`config.mk`:
```
export PLATFORM = sky130hd
export DESIGN_NAME = bcd_to_binary_seq
export DESIGN_NICKNAME = d
export VERILOG_FILES = /design/src/rtl/bcd_pkg.sv /design/src/rtl/sub3.sv /design/src/rtl/bcd_to_binary_seq.sv
export SDC_FILE = /design/constraint.sdc
export NUM_CORES = 1
export LEC_CHECK = 0
export BUFFER_PORTS_ARGS = -buffer_cell sky130_fd_sc_hd__buf_2
export CAP_MARGIN = 10
export CORE_ASPECT_RATIO = 0.8
export CORE_MARGIN = 3
export CORE_UTILIZATION = 45
export CTS_BUF_LIST = sky130_fd_sc_hd__clkbuf_8
export CTS_CLUSTER_SIZE = 10
export DETAILED_ROUTE_END_ITERATION = 16
export PLACE_DENSITY = 0.65
export SYNTH_ARGS = -nofsm -noshare
export SYNTH_HDL_FRONTEND = slang
export SYNTH_SLANG_ARGS = --single-unit
```
`constraint.sdc`:
```
create_clock -name clk -period 1.25 [get_ports clk]
set_input_delay 0 -clock clk [delete_from_list [all_inputs] [get_ports clk]]
set_output_delay 0 -clock clk [all_outputs]
set_load 0.01 [all_outputs]
```
`src/rtl/bcd_pkg.sv`:
```
// -----------------------------------------------------------------------------
// bcd_pkg
// Shared definitions for the sequential BCD-to-binary converter.
//   estado_t  : FSM state encoding (OCIOSO idle, CONVERTE shifting, FIM done)
//   N_BITS    : width of the binary result
//   N_ITER    : number of shift iterations per conversion
//   CORRECAO  : amount removed from a BCD nibble after a right shift
//   LIMIAR    : nibble value at or above which the correction applies
// -----------------------------------------------------------------------------
package bcd_pkg;

    typedef enum logic [1:0] {
        OCIOSO   = 2'd0,
        CONVERTE = 2'd1,
        FIM      = 2'd2
    } estado_t;

    localparam int N_BITS   = 8;
    localparam int N_ITER   = 8;
    localparam int CORRECAO = 3;
    localparam int LIMIAR   = 8;

endpackage

```
`src/rtl/sub3.sv`:
```
// -----------------------------------------------------------------------------
// sub3
// Combinational BCD nibble corrector for reverse double-dabble; the inverse of
// the add3 cell used by the binary-to-BCD path.
//   nib_i [3:0] : nibble after the right shift
//   nib_o [3:0] : nib_i - 3 when nib_i >= 8, otherwise nib_i
// -----------------------------------------------------------------------------
module sub3
    import bcd_pkg::*;
(
    input  logic [3:0] nib_i,
    output logic [3:0] nib_o
);

    assign nib_o = (nib_i >= 4'(LIMIAR)) ? nib_i - 4'(CORRECAO) : nib_i;

endmodule

```
`src/rtl/bcd_to_binary_seq.sv`:
```
// -----------------------------------------------------------------------------
// bcd_to_binary_seq
// Sequential 3-digit BCD to 8-bit binary converter (reverse double-dabble,
// one shift per cycle, start/done handshake).
//   clk      : system clock, rising edge
//   rst      : synchronous active-high reset
//   start    : one-cycle request, accepted only when idle
//   CENT     : hundreds digit (0-2)
//   DEZ      : tens digit (0-9)
//   UNI      : units digit (0-9)
//   A        : registered binary result, held until the next result
//   ocupado  : high while a conversion is in progress
//   pronto   : one-cycle pulse when A is updated
//   erro     : illegal digit or overflow, valid with pronto
// Configuration macro: BCD_TO_BIN_ERRO_EN enables digit validation, the
// overflow check and the erro output; when undefined erro is tied to 0 and
// every start runs the full conversion.
// -----------------------------------------------------------------------------
module bcd_to_binary_seq
    import bcd_pkg::*;
(
    input  logic              clk,
    input  logic              rst,
    input  logic              start,
    input  logic [1:0]        CENT,
    input  logic [3:0]        DEZ,
    input  logic [3:0]        UNI,
    output logic [N_BITS-1:0] A,
    output logic              ocupado,
    output logic              pronto,
    output logic              erro
);

    estado_t           state_q, state_d;
    logic [2:0]        cnt_q, cnt_d;
    logic [9:0]        bcd_q, bcd_d;
    logic [N_BITS-1:0] bin_q, bin_d;
    logic [N_BITS-1:0] a_q, a_d;
    logic              ocupado_q, ocupado_d;
    logic              pronto_q, pronto_d;

    // One right shift of the concatenated {bcd, bin} register.
    logic [9:0]        bcd_sh;
    logic [N_BITS-1:0] bin_sh;
    logic [3:0]        dez_corr, uni_corr;

    assign bcd_sh = {1'b0, bcd_q[9:1]};
    assign bin_sh = {bcd_q[0], bin_q[N_BITS-1:1]};

    // The hundreds field never reaches 8 after a shift, so it needs no corrector.
    sub3 u_sub3_dez (.nib_i(bcd_sh[7:4]), .nib_o(dez_corr));
    sub3 u_sub3_uni (.nib_i(bcd_sh[3:0]), .nib_o(uni_corr));

`ifdef BCD_TO_BIN_ERRO_EN
    logic ilegal_q, ilegal_d;
    logic erro_q, erro_d;
    logic digito_ilegal;

    assign digito_ilegal = (CENT == 2'd3) || (DEZ > 4'd9) || (UNI > 4'd9);
`endif

    always_comb begin
        // NOTE: every signal gets a default here so no path leaves it unassigned,
        // which would otherwise infer a latch.
        state_d   = state_q;
        cnt_d     = cnt_q;
        bcd_d     = bcd_q;
        bin_d     = bin_q;
        a_d       = a_q;
        ocupado_d = ocupado_q;
        pronto_d  = 1'b0;
`ifdef BCD_TO_BIN_ERRO_EN
        ilegal_d  = ilegal_q;
        erro_d    = erro_q;
`endif
        case (state_q)
            OCIOSO: begin
                if (start) begin
                    bcd_d     = {CENT, DEZ, UNI};
                    bin_d     = '0;
                    cnt_d     = '0;
                    ocupado_d = 1'b1;
                    state_d   = CONVERTE;
`ifdef BCD_TO_BIN_ERRO_EN
                    erro_d    = 1'b0;
                    ilegal_d  = digito_ilegal;
                    if (digito_ilegal) begin
                        // Skip shifting; clearing bcd leaves only the flag to
                        // drive erro and keeps the result at zero.
                        bcd_d   = '0;
                        state_d = FIM;
                    end
`endif
                end
            end
            CONVERTE: begin
                bcd_d = {bcd_sh[9:8], dez_corr, uni_corr};
                bin_d = bin_sh;
                cnt_d = cnt_q + 3'd1;
                if (cnt_q == 3'(N_ITER - 1)) begin
                    state_d = FIM;
                end
            end
            FIM: begin
                a_d       = bin_q;
                pronto_d  = 1'b1;
                ocupado_d = 1'b0;
`ifdef BCD_TO_BIN_ERRO_EN
                // Anything left in bcd after all shifts means the value exceeded 255.
                erro_d    = ilegal_q || (bcd_q != 10'd0);
`endif
                state_d   = OCIOSO;
            end
            default: state_d = OCIOSO;
        endcase
    end

    // NOTE: sequential state uses non-blocking assignments so every flop samples
    // the pre-edge values regardless of statement order.
    always_ff @(posedge clk) begin
        if (rst) begin
            state_q   <= OCIOSO;
            cnt_q     <= '0;
            bcd_q     <= '0;
            bin_q     <= '0;
            a_q       <= '0;
            ocupado_q <= 1'b0;
            pronto_q  <= 1'b0;
`ifdef BCD_TO_BIN_ERRO_EN
            ilegal_q  <= 1'b0;
            erro_q    <= 1'b0;
`endif
        end else begin
            state_q   <= state_d;
            cnt_q     <= cnt_d;
            bcd_q     <= bcd_d;
            bin_q     <= bin_d;
            a_q       <= a_d;
            ocupado_q <= ocupado_d;
            pronto_q  <= pronto_d;
`ifdef BCD_TO_BIN_ERRO_EN
            ilegal_q  <= ilegal_d;
            erro_q    <= erro_d;
`endif
        end
    end

    assign A       = a_q;
    assign ocupado = ocupado_q;
    assign pronto  = pronto_q;
`ifdef BCD_TO_BIN_ERRO_EN
    assign erro    = erro_q;
`else
    assign erro    = 1'b0;
`endif

endmodule

```
[Yosys cells after proc, flatten, opt, wreduce, memory -nomap -nowiden]
Index checks and enable logic that the tools add are counted.
Operators by class
  add/sub/neg operators: 3
  magnitude comparators: 2
  equal/unequal tests: 5
  multiplexer cells: 14
  reductions and logical operators: 6
Operators with widths (number)
  one-hot mux 10 bit (2 select lines): 1
  one-hot mux 8 bit (2 select lines): 1
  2-to-1 mux 10 bit: 1
  >= comparator 4 bit (second input constant): 2
  2-to-1 mux 4 bit: 2
  2-to-1 mux 8 bit: 1
  subtractor 4 x 2 -> 4 bit (second input constant): 2
  one-hot mux 3 bit (2 select lines): 1
  AND reduction 2 bit: 3
  2-to-1 mux 2 bit: 2
  != test 2 bit (second input constant): 2
  one-hot mux 2 bit (2 select lines): 1
  nonzero test 2 bit: 2
  adder 3 x 1 -> 3 bit (second input constant): 1
  equality test 3 bit (second input constant): 1
  2-to-1 mux 3 bit: 1
  equality test 2 x 1 -> 1 bit (second input constant): 1
  equality test 2 bit (second input constant): 1
  logical NOT 2 bit: 1
  2-to-1 mux 1 bit: 2
  one-hot mux 1 bit (2 select lines): 1
Storage, ports and cells
  flip-flop bits (word level): 33
  input bits: 13
  output and inout bits: 11
  logic and storage cells: 37

[Depth between registers and ports, before layout]
Gate-level depths: netlist (run 1).
  depth in word-level cells: 3
  depth in mapped cells: 5
  depth with buffers taken out: 5

[Modules after synthesis]
A second synthesis (run 1) with hierarchy kept.
Unflattened totals
  cells, all modules: 146
  area total of the unflattened synthesis: 1457.6 um^2
By module, submodules not included
  bcd_to_binary_seq: times used 1, cells an instance 124, area each 1305.0 um^2, seq. area each 660.6 um^2
  sub3: times used 2, cells an instance 11, area each 76.3 um^2, seq. area each 0.0 um^2

[Worst setup path before layout (run 1)]
No wires, ideal clock.
  kind: register -> register
  start: register state_q[1]
  end: register bcd_q[6]
  library setup time: 0.117 ns
  data arrival time: 1.080 ns
  required time: 1.133 ns
  slack: 0.054 ns
  cell stages (with the launch flop): 5
  buffers on the path: 1
  period minus slack after synthesis: 1.196 ns
  path through: dfxtp_1 -> buf_2 -> nor2b_4 -> mux2_1 -> a22o_1
On the way
  word-level cells in the longest chain between the ends: 3
  elaborated cells on any way between the ends: 6
  classes of those cells: 2 x eq/ne; 1 x mux; 3 x reduce/logical
Ends and longest elaborated chain
  start: declaration: RTL line bcd_to_binary_seq.sv:34  | estado_t state_q, state_d;
  start signal: assignment: RTL line bcd_to_binary_seq.sv:134  | state_q <= state_d;
  equality test 2 x 1 -> 1 bit / logical NOT 2 bit (equally long branches): RTL line bcd_to_binary_seq.sv:76  | case (state_q)
  nonzero test 2 bit (no source line) / != test 2 bit (equally long branches)
  AND reduction 2 bit (no source line)
  end signal: assignment: RTL line bcd_to_binary_seq.sv:124  | bcd_q <= '0;
  end signal: assignment: RTL line bcd_to_binary_seq.sv:136  | bcd_q <= bcd_d;
  end: declaration: RTL line bcd_to_binary_seq.sv:36  | logic [9:0] bcd_q, bcd_d;
Parallel ways exist; a longest one is shown, timed or not.
A chain may end at the register's enable or synchronous reset.

[Final worst setup path (run 1)]
  start: register state_q[1]
  end: register bcd_q[5]
Same word-level chain as after synthesis.

==> results.py, run 1 <==
metrics = {
    "placed_design": {
        "routabilityCongestion": 0.8607,
        "hpwl_mm": 2.469,
        "io_buffers": 22,
        "place_area_sq_um": 1749,
    },
    "yosys": {
        "syn_area_sq_um": 1530,
        "syn-num-nets": 191,
        "synth_cell_types": 37,
        "synth-seq-cells": 33,
        "synthCells": 172,
        "syn_avg_cell_area_sq_um": 8.897,
        "yosys-top-cells-area": "dfxtp_1 43%, nand2_1 5.6%, a22oi_1 4.9%, ha_1 4.9%, nor2_1 4.7%",
        "ys_seq_area_share_pct": 43.17,
        "synth_top_area_share_pct": 43.17,
        "synth_top_area_cell": "dfxtp_1",
        "yosys_warnings": 0,
    },
    "critical_path": {
        "crit_arrival_ns": 1.38,
        "critPathLaunchType": "flop",
        "critPathCaptureType": "flop",
        "slowest_delay_ns": 0.37,
        "required_ns": 1.42,
        "critical_path_class": "reg -> reg",
        "cpMaxStageDelayCell": "dfxtp_4",
        "critPathMaxFanout": 8,
        "cpLargestDelayFamily": "compound AO/OA/AOI/OAI gates",
        "path_buf_inv": 1,
        "crit_chain": "buf_4 -> o21bai_2 -> nor2b_1 -> a32o_1",
    },
    "routing": {
        "vias": 1326,
        "viasPerCell": 5.325,
        "wl_per_cell_um": 13.93,
        "finalWirelength_mm": 3.468,
        "drc": 0,
        "final_antenna_net_count": 0,
        "drt_iter0_drc": 96,
        "drtPass1Iterations": 5,
    },
    "clock_tree": {
        "clk_latency_ns": 0.29,
        "cts_inserted_buffers": 5,
        "cts.sinks": 33,
        "root_buffer": "clkbuf_8",
        "cts.clk_slew.worst_paths_ns": 0.07,
        "cts_buffer_depth": 2,
        "htreeDepth": 2,
        "tritoncts": "yes",
    },
    "global_route": {
        "antenna_found_initial": 0,
        "grt_max_degree": 22,
        "grt_usage_pct": 18.30,
        "first_global_vias": 1249,
        "grt.overflow.total": 0,
        "grt_pass1_wl_mm": 5.865,
    },
    "final_layout": {
        "final_util_pct": 59.34,
        "syn_to_final_growth_pct": 23.14,
        "drive_gt1_share_pct": 31.58,
        "antennaDiodeCount": 0,
        "stdcell_area_sq_um": 1884,
        "nNetsFinal": 227,
        "fill_cells": 295,
    },
    "sta": {
        "rsz0062_at_grt": "true",
        "fmax_mhz": 830.7,
        "finalCriticalPeriod_ns": 1.204,
        "period_share_pct": 96.31,
        "hold_ws_ns": 0.03262,
        "tns_ns": 0,
        "finalClockSkew_ns": 0.003295,
        "setup_viol": 0,
        "finalMaxSlewViolations": 0,
        "hold_viol_final": 0,
    },
    "hold_path": {
        "min_path_type": "in -> reg",
    },
    "power": {
        "p_leak_nw": 0.7985,
        "p_per_area_nw_per_um2": 1190,
        "fin_total_pwr_w": 0.002242,
        "vdd_drop_max_v": 0.0008070,
    },
    "floorplan": {
        "start_util_pct": 48.19,
        "rows": 18,
        "core_area_sq_um": 3176,
        "die_area_sq_um": 4140,
        "ios": 24,
        "die_w_um": 71.20,
        "fp.dieH_um": 58.16,
    },
    "run": {
        "max_cap_violations": 0,
    },
    "run_status": {
        "status": "finished clean",
    },
}
[worst reg2reg max path: stages, from the launching register on]
cell	delay (ns)
dfxtp_4	0.37
buf_4	0.13
o21bai_2	0.21
nor2b_1	0.16
a32o_1	0.22
[routing by layer]
layer	global-route usage, %	wire [um]
met4	7.239	38
met3	6.932	190
met5	0	0
met2	26.18	1488
met1	24.84	1750
[worst paths after layout]
kind              start        to  slack, ns  cells past startpoint
max          state_q[1]  bcd_q[5]       0.05                      4
min              DEZ[0]  bcd_q[4]       0.03                      3
max reg2reg  state_q[1]  bcd_q[5]       0.05                      4
min reg2reg        A[6]      A[6]       0.46                      2
[power by group]
part | switching (W) | internal, W
registers | 0.0000415 | 0.00109
logic | 0.000166 | 0.000163
clock network | 0.000396 | 0.000384
total | 0.000603 | 0.00164
[synthesized netlist by cell type, drive strengths merged]
cell type and instances:
a311oi 2, o21a 1, nand2 23, xnor2 3
nor3b 1, xor2 1, a22oi 10, buf 11
dfxtp 33, a2bb2oi 1, inv 10, a221oi 1
ha 6, a32o 2, conb 1, o221ai 1
o21bai 1, and2b 1, a21oi 13, clkbuf 2
a221o 2, nor2 19, mux2 2, a22o 2
or2 1, o22ai 1, nor2b 5, mux2i 1
o211ai 2, nor3 4, a211oi 2, nand2b 6
o221a 1
[cells by family (layout without fill, tap and decap cells)]
family	count (synthesis)	count (layout)	share of synthesized area [%]
XOR/XNOR	4	4	2.290
other	1	1	0.2451
flip-flops	33	33	43.17
AO/OA/AOI/OAI	42	42	20.52
AND/OR/NAND/NOR	60	60	19.30
adder cells (fa/ha/maj)	6	6	4.906
buffers and inverters	23	60	7.441
multiplexers	3	3	2.126
[cell type report]
| type | count | area (sq um) | share of cell area [%] |
|---|---|---|---|
| sequential | 33 | 671.9 | 35.66 |
| clock buffer | 5 | 68.82 | 3.652 |
| clock inverter | 3 | 17.52 | 0.9296 |
| tap | 40 | 50.05 | 2.656 |
| multi-input combinational | 116 | 772.0 | 40.97 |
| inverter | 10 | 37.54 | 1.992 |
| timing repair buffer | 42 | 266.5 | 14.14 |
[cell usage in the layout, fill, tap and decap left out, drive strengths merged, types with 2 or more instances in the layout]
cell and instances:
dfxtp 33, inv 10, nand2b 6, mux2 2, a22o 2, a32o 2
ha 6, buf 41, nand2 23, a311oi 2, clkbuf 5, a211oi 2
nor3 4, o211ai 2, xnor2 3, a221o 2, a21oi 13, a22oi 10
nor2 19, clkinv 2, nor2b 5
[stage by stage]
stage               std cells  worst slack, ns
global route              249         -0.02034
detailed placement        239          -0.1747
floorplan                 172          0.05350
CTS                       248          0.01134
finish                    249          0.04614
global placement          239         -0.06958
[flip-flops by register name, indices dropped and copies added, names as in the netlist]
signal   count
bcd_q       10
A            8
bin_q        8
cnt_q        3
state_q      2
ocupado      1
pronto       1
[timing repair]
action,in CTS,in global routing
setup endpoints to repair,21,17
pin swaps,0,0
resized for setup,3,11
hold buffers,1,0
buffers inserted,0,0
hold endpoints to repair,1,0
gates cloned,0,1
Power figures use the tool's default switching activity.
==> run 2: changes to the inputs <==
CELL_PAD_IN_SITES_DETAIL_PLACEMENT = 1   (was unset)
CELL_PAD_IN_SITES_GLOBAL_PLACEMENT = 2   (was unset)
CORE_UTILIZATION = 32   (was 45)
PLACE_DENSITY = 0.75   (was 0.65)
==> results.py, run 2 (synthesis gave the netlist of run 1 again) <==
metrics = {
    "final_layout": {
        "largest_reg_flops": 10,
        "fill_cells": 526,
        "nNetsFinal": 227,
        "drive_gt1_share_pct": 31.10,
        "syn_to_final_growth_pct": 26.00,
        "layout_commonest_cell": "dfxtp_1",
        "final_cell_mix": "27 x dfxtp_1, 23 x nand2_1, 22 x buf_2",
        "multi_input_area_sq_um": 763.2,
        "final_cells": 266,
        "seq_area_sq_um": 675.6,
        "antennaDiodeCount": 0,
        "regMostFlops": "bcd_q",
        "stdcell_area_sq_um": 1928,
    },
    "sta": {
        "period_share_pct": 96.37,
        "rsz0062_at_grt": "true",
        "finalMaxSlewViolations": 0,
        "finalClockSkew_ns": 0.004998,
        "finalCriticalPeriod_ns": 1.205,
        "hold_viol_final": 0,
        "fmax_mhz": 830.2,
        "setup_viol": 0,
    },
    "global_route": {
        "grt.overflow.total": 0,
        "grtUsageMet1_pct": 18.78,
        "use_met3_pct": 4.212,
        "grt_max_degree": 22,
        "first_global_vias": 1314,
        "antenna_found_initial": 0,
        "grt_usage_pct": 14.17,
        "busiest_layer": "met2",
        "grt_pass1_wl_mm": 6.382,
        "met2_usage_pct": 23.70,
    },
    "critical_path": {
        "critPathCaptureType": "flop",
        "required_ns": 1.42,
        "timing.rr.end": "bcd_q[1]",
        "crit_chain": "inv_1 -> ha_1 -> nand2_1 -> o211ai_1 -> a32o_1",
        "cpLargestDelayFamily": "flip-flops",
        "slowest_delay_ns": 0.36,
        "critPathMaxFanout": 4,
        "crit_arrival_ns": 1.37,
        "startpoint": "bcd_q[2]",
        "critical_path_class": "reg -> reg",
        "crit_end": "bcd_q[1]",
        "path_buf_inv": 1,
        "critical_path_depth": 5,
        "r2r-start": "bcd_q[2]",
        "r2r_setup_slack_ns": 0.05,
        "cpMaxStageDelayCell": "dfxtp_4",
        "r2r_cells": 5,
        "critPathLaunchType": "flop",
    },
    "clock_tree": {
        "htreeDepth": 2,
        "tritoncts": "yes",
        "cts.clk_slew.worst_paths_ns": 0.07,
        "cts.sinks": 33,
        "cts_hold_buf": 0,
        "root_buffer": "clkbuf_8",
        "clk_latency_ns": 0.27,
        "cts_inserted_buffers": 5,
        "cts_buffer_depth": 2,
    },
    "routing": {
        "finalWirelength_mm": 3.773,
        "viasPerCell": 4.898,
        "vias": 1303,
        "drt_iter0_drc": 51,
        "drtPass1Iterations": 4,
        "final_antenna_net_count": 0,
        "drc": 0,
        "wl_per_cell_um": 14.18,
    },
    "floorplan": {
        "die_w_um": 83.32,
        "ios": 24,
        "rows": 21,
        "core_area_sq_um": 4388,
        "fp.dieH_um": 67.85,
        "start_util_pct": 34.87,
        "die_area_sq_um": 5653,
    },
    "hold_path": {
        "min_path_type": "in -> reg",
    },
    "power": {
        "seqPwrFrac_pct": 50.7,
        "p_comb_share_pct": 15.6,
        "fin_total_pwr_w": 0.002237,
        "swShare_pct": 26.18,
        "vdd_drop_max_v": 0.0005156,
        "power_frac_clock_pct": 33.7,
        "p_leak_nw": 0.8122,
        "p_per_area_nw_per_um2": 1160,
        "p_int_w": 0.001651,
        "power.switching_w": 0.0005857,
    },
    "run": {
        "max_cap_violations": 0,
    },
    "placed_design": {
        "io_buffers": 22,
        "routabilityCongestion": 0.7384,
        "place_area_sq_um": 1815,
        "dp.cells": 257,
        "hpwl_mm": 2.874,
    },
    "run_status": {
        "status": "finished clean",
    },
}
[run 2: cell count changes in the layout (fill, tap and decap cells not counted), sizes merged]
cell         previous run  this run
dlygate4sd3             1         0
clkinvlp                1         0
buf                    41        42
inv                    10        11
[run 2: worst min path at each step]
stage	start	endpoint	slack, ns	depth (start not counted)
finish	CENT[1]	bcd_q[9]	0.03	3
CTS	CENT[1]	bcd_q[9]	0.03	3
detailed placement	CENT[1]	bcd_q[9]	0.32	3
global placement	CENT[1]	bcd_q[9]	0.30	3
global route	CENT[1]	bcd_q[9]	0.07	3
floorplan	CENT[1]	bcd_q[9]	0.18	2
[run 2: metrics by stage]
stage / setup TNS [ns] / setup WS [ns] / hold WS, ns / util, %
6_report: 0 / 0.04542 / 0.02516 / 43.94
5_1_grt: -0.005331 / -0.005331 / 0.06704 / 43.94
4_1_cts: 0 / 0.02792 / 0.02578 / 43.46
3_5_place_dp: -1.610 / -0.1815 / 0.3165 / 41.37
3_3_place_gp: -0.6882 / -0.08662 / 0.2951 / 41.37
2_1_floorplan: 0 / 0.05350 / 0.1836 / -
[run 2: cell type report]
type	count	area share, %
multi-input combinational	116	39.58
sequential	33	35.04
tap	57	3.699
timing repair buffer	42	15.44
inverter	10	1.947
clock buffer	5	3.569
clock inverter	3	0.7138
[run 2: worst min-delay path: cells and delay by family]
kind | cells | cell delay [ns]
buf+inv | 1 | 0.08
compound gates | 2 | 0.18
[run 2: per-layer routing]
metal	up-vias	wire length [um]
met5	-	0
met4	0	0
met3	0	155
met2	17	1745
met1	629	1872
li1	657	-
[run 2: timing repair]
item                       CTS  global route
hold endpoints to repair     0             0
gates cloned                 0             0
resized for setup            6             5
setup endpoints to repair   20             8
buffers inserted             0             1
[run 2: power groups by stage]
stage | logic, W | registers (W) | clock network, W
floorplan | 0.000205 | 0.00115 | 0
global placement | 0.000332 | 0.00115 | 0
detailed placement | 0.000340 | 0.00116 | 0
CTS | 0.000344 | 0.00114 | 0.000776
global route | 0.000389 | 0.00114 | 0.000822
finish | 0.000350 | 0.00113 | 0.000754
==> run 3: changes to the inputs <==
PLACE_DENSITY = 0.73   (was 0.75)
SYNTH_HIERARCHICAL = 1   (was unset)
==> results.py, run 3 <==
metrics = {
    "sta": {
        "period_share_pct": 95.43,
        "finalClockSkew_ns": 0.007300,
        "hold_viol_final": 0,
        "fmax_mhz": 838.4,
        "finalMaxSlewViolations": 0,
        "finalCriticalPeriod_ns": 1.193,
        "setup_viol": 0,
        "setup_ws_ns": 0.05718,
    },
    "clock_tree": {
        "cts.sinks": 33,
        "cts.clk_slew.worst_paths_ns": 0.07,
        "tritoncts": "yes",
        "htreeDepth": 2,
        "clk_latency_ns": 0.29,
        "cts_inserted_buffers": 5,
        "cts_buffer_depth": 2,
        "root_buffer": "clkbuf_8",
    },
    "yosys": {
        "synth-edff-count": 0,
        "syn-num-nets": 165,
        "ys_seq_area_share_pct": 45.32,
        "syn_avg_cell_area_sq_um": 9.984,
        "yosys-top-cells-area": "dfxtp_1 45%, a211oi_2 7.7%, mux2i_1 6.2%, a22o_1 6.0%, ha_1 5.2%",
        "yosys_warnings": 6,
        "synth_cell_types": 28,
        "synth_top_area_cell": "dfxtp_1",
        "synth_top_area_share_pct": 45.32,
        "synthCells": 146,
        "async_flop_share_pct": 0,
        "synth_flop_cell": "dfxtp_1",
        "yosys-top-cells-count": "33 x dfxtp_1, 18 x nand2_1, 12 x a21oi_1, 11 x nor2_1, 10 x a22o_1",
        "synth-seq-cells": 33,
        "syn_area_sq_um": 1458,
        "yosysMostFrequentCell": "dfxtp_1",
    },
    "critical_path": {
        "r2r-start": "bcd_q[6]",
        "required_ns": 1.42,
        "crit_chain": "inv_2 -> ha_4 -> nand2_1 -> o21ai_2 -> mux2i_1 -> a211oi_2",
        "cpMaxStageDelayCell": "dfxtp_2",
        "r2r_cells": 6,
        "critPathMaxFanout": 3,
        "path_buf_inv": 1,
        "critical_path_class": "reg -> reg",
        "cpLargestDelayFamily": "flip-flops",
        "timing.rr.end": "bcd_q[5]",
        "critPathCaptureType": "flop",
        "crit_arrival_ns": 1.36,
        "startpoint": "bcd_q[6]",
        "critPathLaunchType": "flop",
        "slowest_delay_ns": 0.36,
        "r2r_setup_slack_ns": 0.06,
    },
    "global_route": {
        "busiest_layer": "met2",
        "grt_usage_pct": 13.70,
        "met2_usage_pct": 22.36,
        "antenna_found_initial": 0,
        "grtUsageMet1_pct": 15.97,
        "grt_max_degree": 22,
        "grt_pass1_wl_mm": 5.416,
        "use_met3_pct": 3.951,
        "grt.overflow.total": 0,
        "first_global_vias": 1188,
    },
    "routing": {
        "drc": 0,
        "wl_per_cell_um": 14.17,
        "drt_iter0_drc": 56,
        "viasPerCell": 4.723,
        "vias": 1110,
        "finalWirelength_mm": 3.330,
        "drtPass1Iterations": 4,
        "final_antenna_net_count": 0,
    },
    "placed_design": {
        "io_buffers": 22,
        "place_area_sq_um": 1652,
        "hpwl_mm": 2.338,
        "dp.cells": 225,
        "routabilityCongestion": 0.7099,
        "place_ws_ns": -0.04438,
    },
    "hold_path": {
        "min_to": "bcd_q[2]",
        "min_path_type": "in -> reg",
        "hold_depth": 3,
        "min_from": "UNI[2]",
    },
    "floorplan": {
        "core_area_sq_um": 4283,
        "die_w_um": 81.46,
        "fp.dieH_um": 66.37,
        "ios": 24,
        "start_util_pct": 34.03,
        "rows": 21,
        "die_area_sq_um": 5406,
    },
    "final_layout": {
        "antennaDiodeCount": 0,
        "largest_reg_flops": 10,
        "syn_to_final_growth_pct": 24.89,
        "nNetsFinal": 196,
        "stdcell_area_sq_um": 1821,
        "final_cells": 235,
        "regMostFlops": "bcd_q",
        "layout_commonest_cell": "dfxtp_1",
        "drive_gt1_share_pct": 38.76,
        "final_cell_mix": "29 x dfxtp_1, 22 x buf_2, 17 x nand2_1",
    },
    "power": {
        "p_per_area_nw_per_um2": 1228,
        "vdd_drop_max_v": 0.0005620,
        "p_leak_nw": 0.7665,
    },
    "run": {
        "max_cap_violations": 0,
    },
    "run_status": {
        "status": "finished clean",
    },
}
## run 3: changes by cell type after synthesis, moves of 5 or more
cell,previous run,this run
inv_1,10,5
a22oi_1,10,0
nand2_1,23,18
nor2_1,19,11
a211oi_2,2,9
a22o_1,2,10
mux2i_1,1,9
## run 3: area by class of cell
| type | instances | area (sq um) |
|---|---|---|
| multi-input cells | 98 | 767.0 |
| clock buffers | 5 | 68.82 |
| repair buffers | 34 | 215.2 |
| clock inverters | 3 | 13.76 |
| inverters | 5 | 18.77 |
| well taps | 57 | 71.32 |
| fillers | 507 | 2462 |
| flip-flops and latches | 33 | 665.6 |
## run 3: what timing repair did
action / 4_1_cts / 5_1_grt
setup buffers: 1 / 0
gates cloned: 0 / 0
pin swaps: 0 / 8
endpoints found under the hold margin: 1 / 0
hold buffers: 1 / 0
endpoints found under the setup margin: 2 / 4
gates resized for setup: 4 / 14
## run 3: how the worst max path moves through the flow
stage	cells past startpoint	end
final	6	bcd_q[5]
after global routing	6	bcd_q[1]
after CTS	6	bcd_q[1]
after detailed placement	6	bcd_q[5]
after global placement	6	bcd_q[1]
after floorplan	6	bcd_q[5]
## run 3: stage by stage
| step | setup TNS [ns] | utilization (%) | total power, W | hold slack (ns) |
|---|---|---|---|---|
| finish | 0 | 42.51 | 0.002235 | 0.07109 |
| global route | -0.07655 | 42.51 | 0.002369 | 0.08887 |
| CTS | 0 | 41.02 | 0.002231 | 0.07998 |
| detailed placement | -0.06875 | 38.56 | 0.001449 | 0.3029 |
| global placement | 0 | 38.56 | 0.001429 | 0.2875 |
| floorplan | 0 | - | 0.001363 | 0.07931 |
## run 3: where the power goes
part	switching (W)	internal [W]	total, W
clock network	0.000384	0.000377	0.000761
registers	0.0000491	0.00110	0.00115
logic	0.000163	0.000166	0.000329
## run 3: kinds of logic after synthesis
family	share of synthesized area, %
compound gates	19.66
fa+ha+maj	5.150
xor+xnor	2.404
mux	6.953
other cells	0.2573
flops	45.32
buf+inv	6.438
simple gates	13.82
## run 3: layer usage
layer / part of all wire (%) / up-vias
li1: - / 559
met1: 45 / 526
met2: 49 / 19
met3: 5.1 / 6
met4: 1.2 / 0
met5: 0 / -
## run 3: tightest hold or removal path, cell delays in order
cell	delay (ns)
buf_2	0.08
mux2i_1	0.07
a211oi_2	0.17
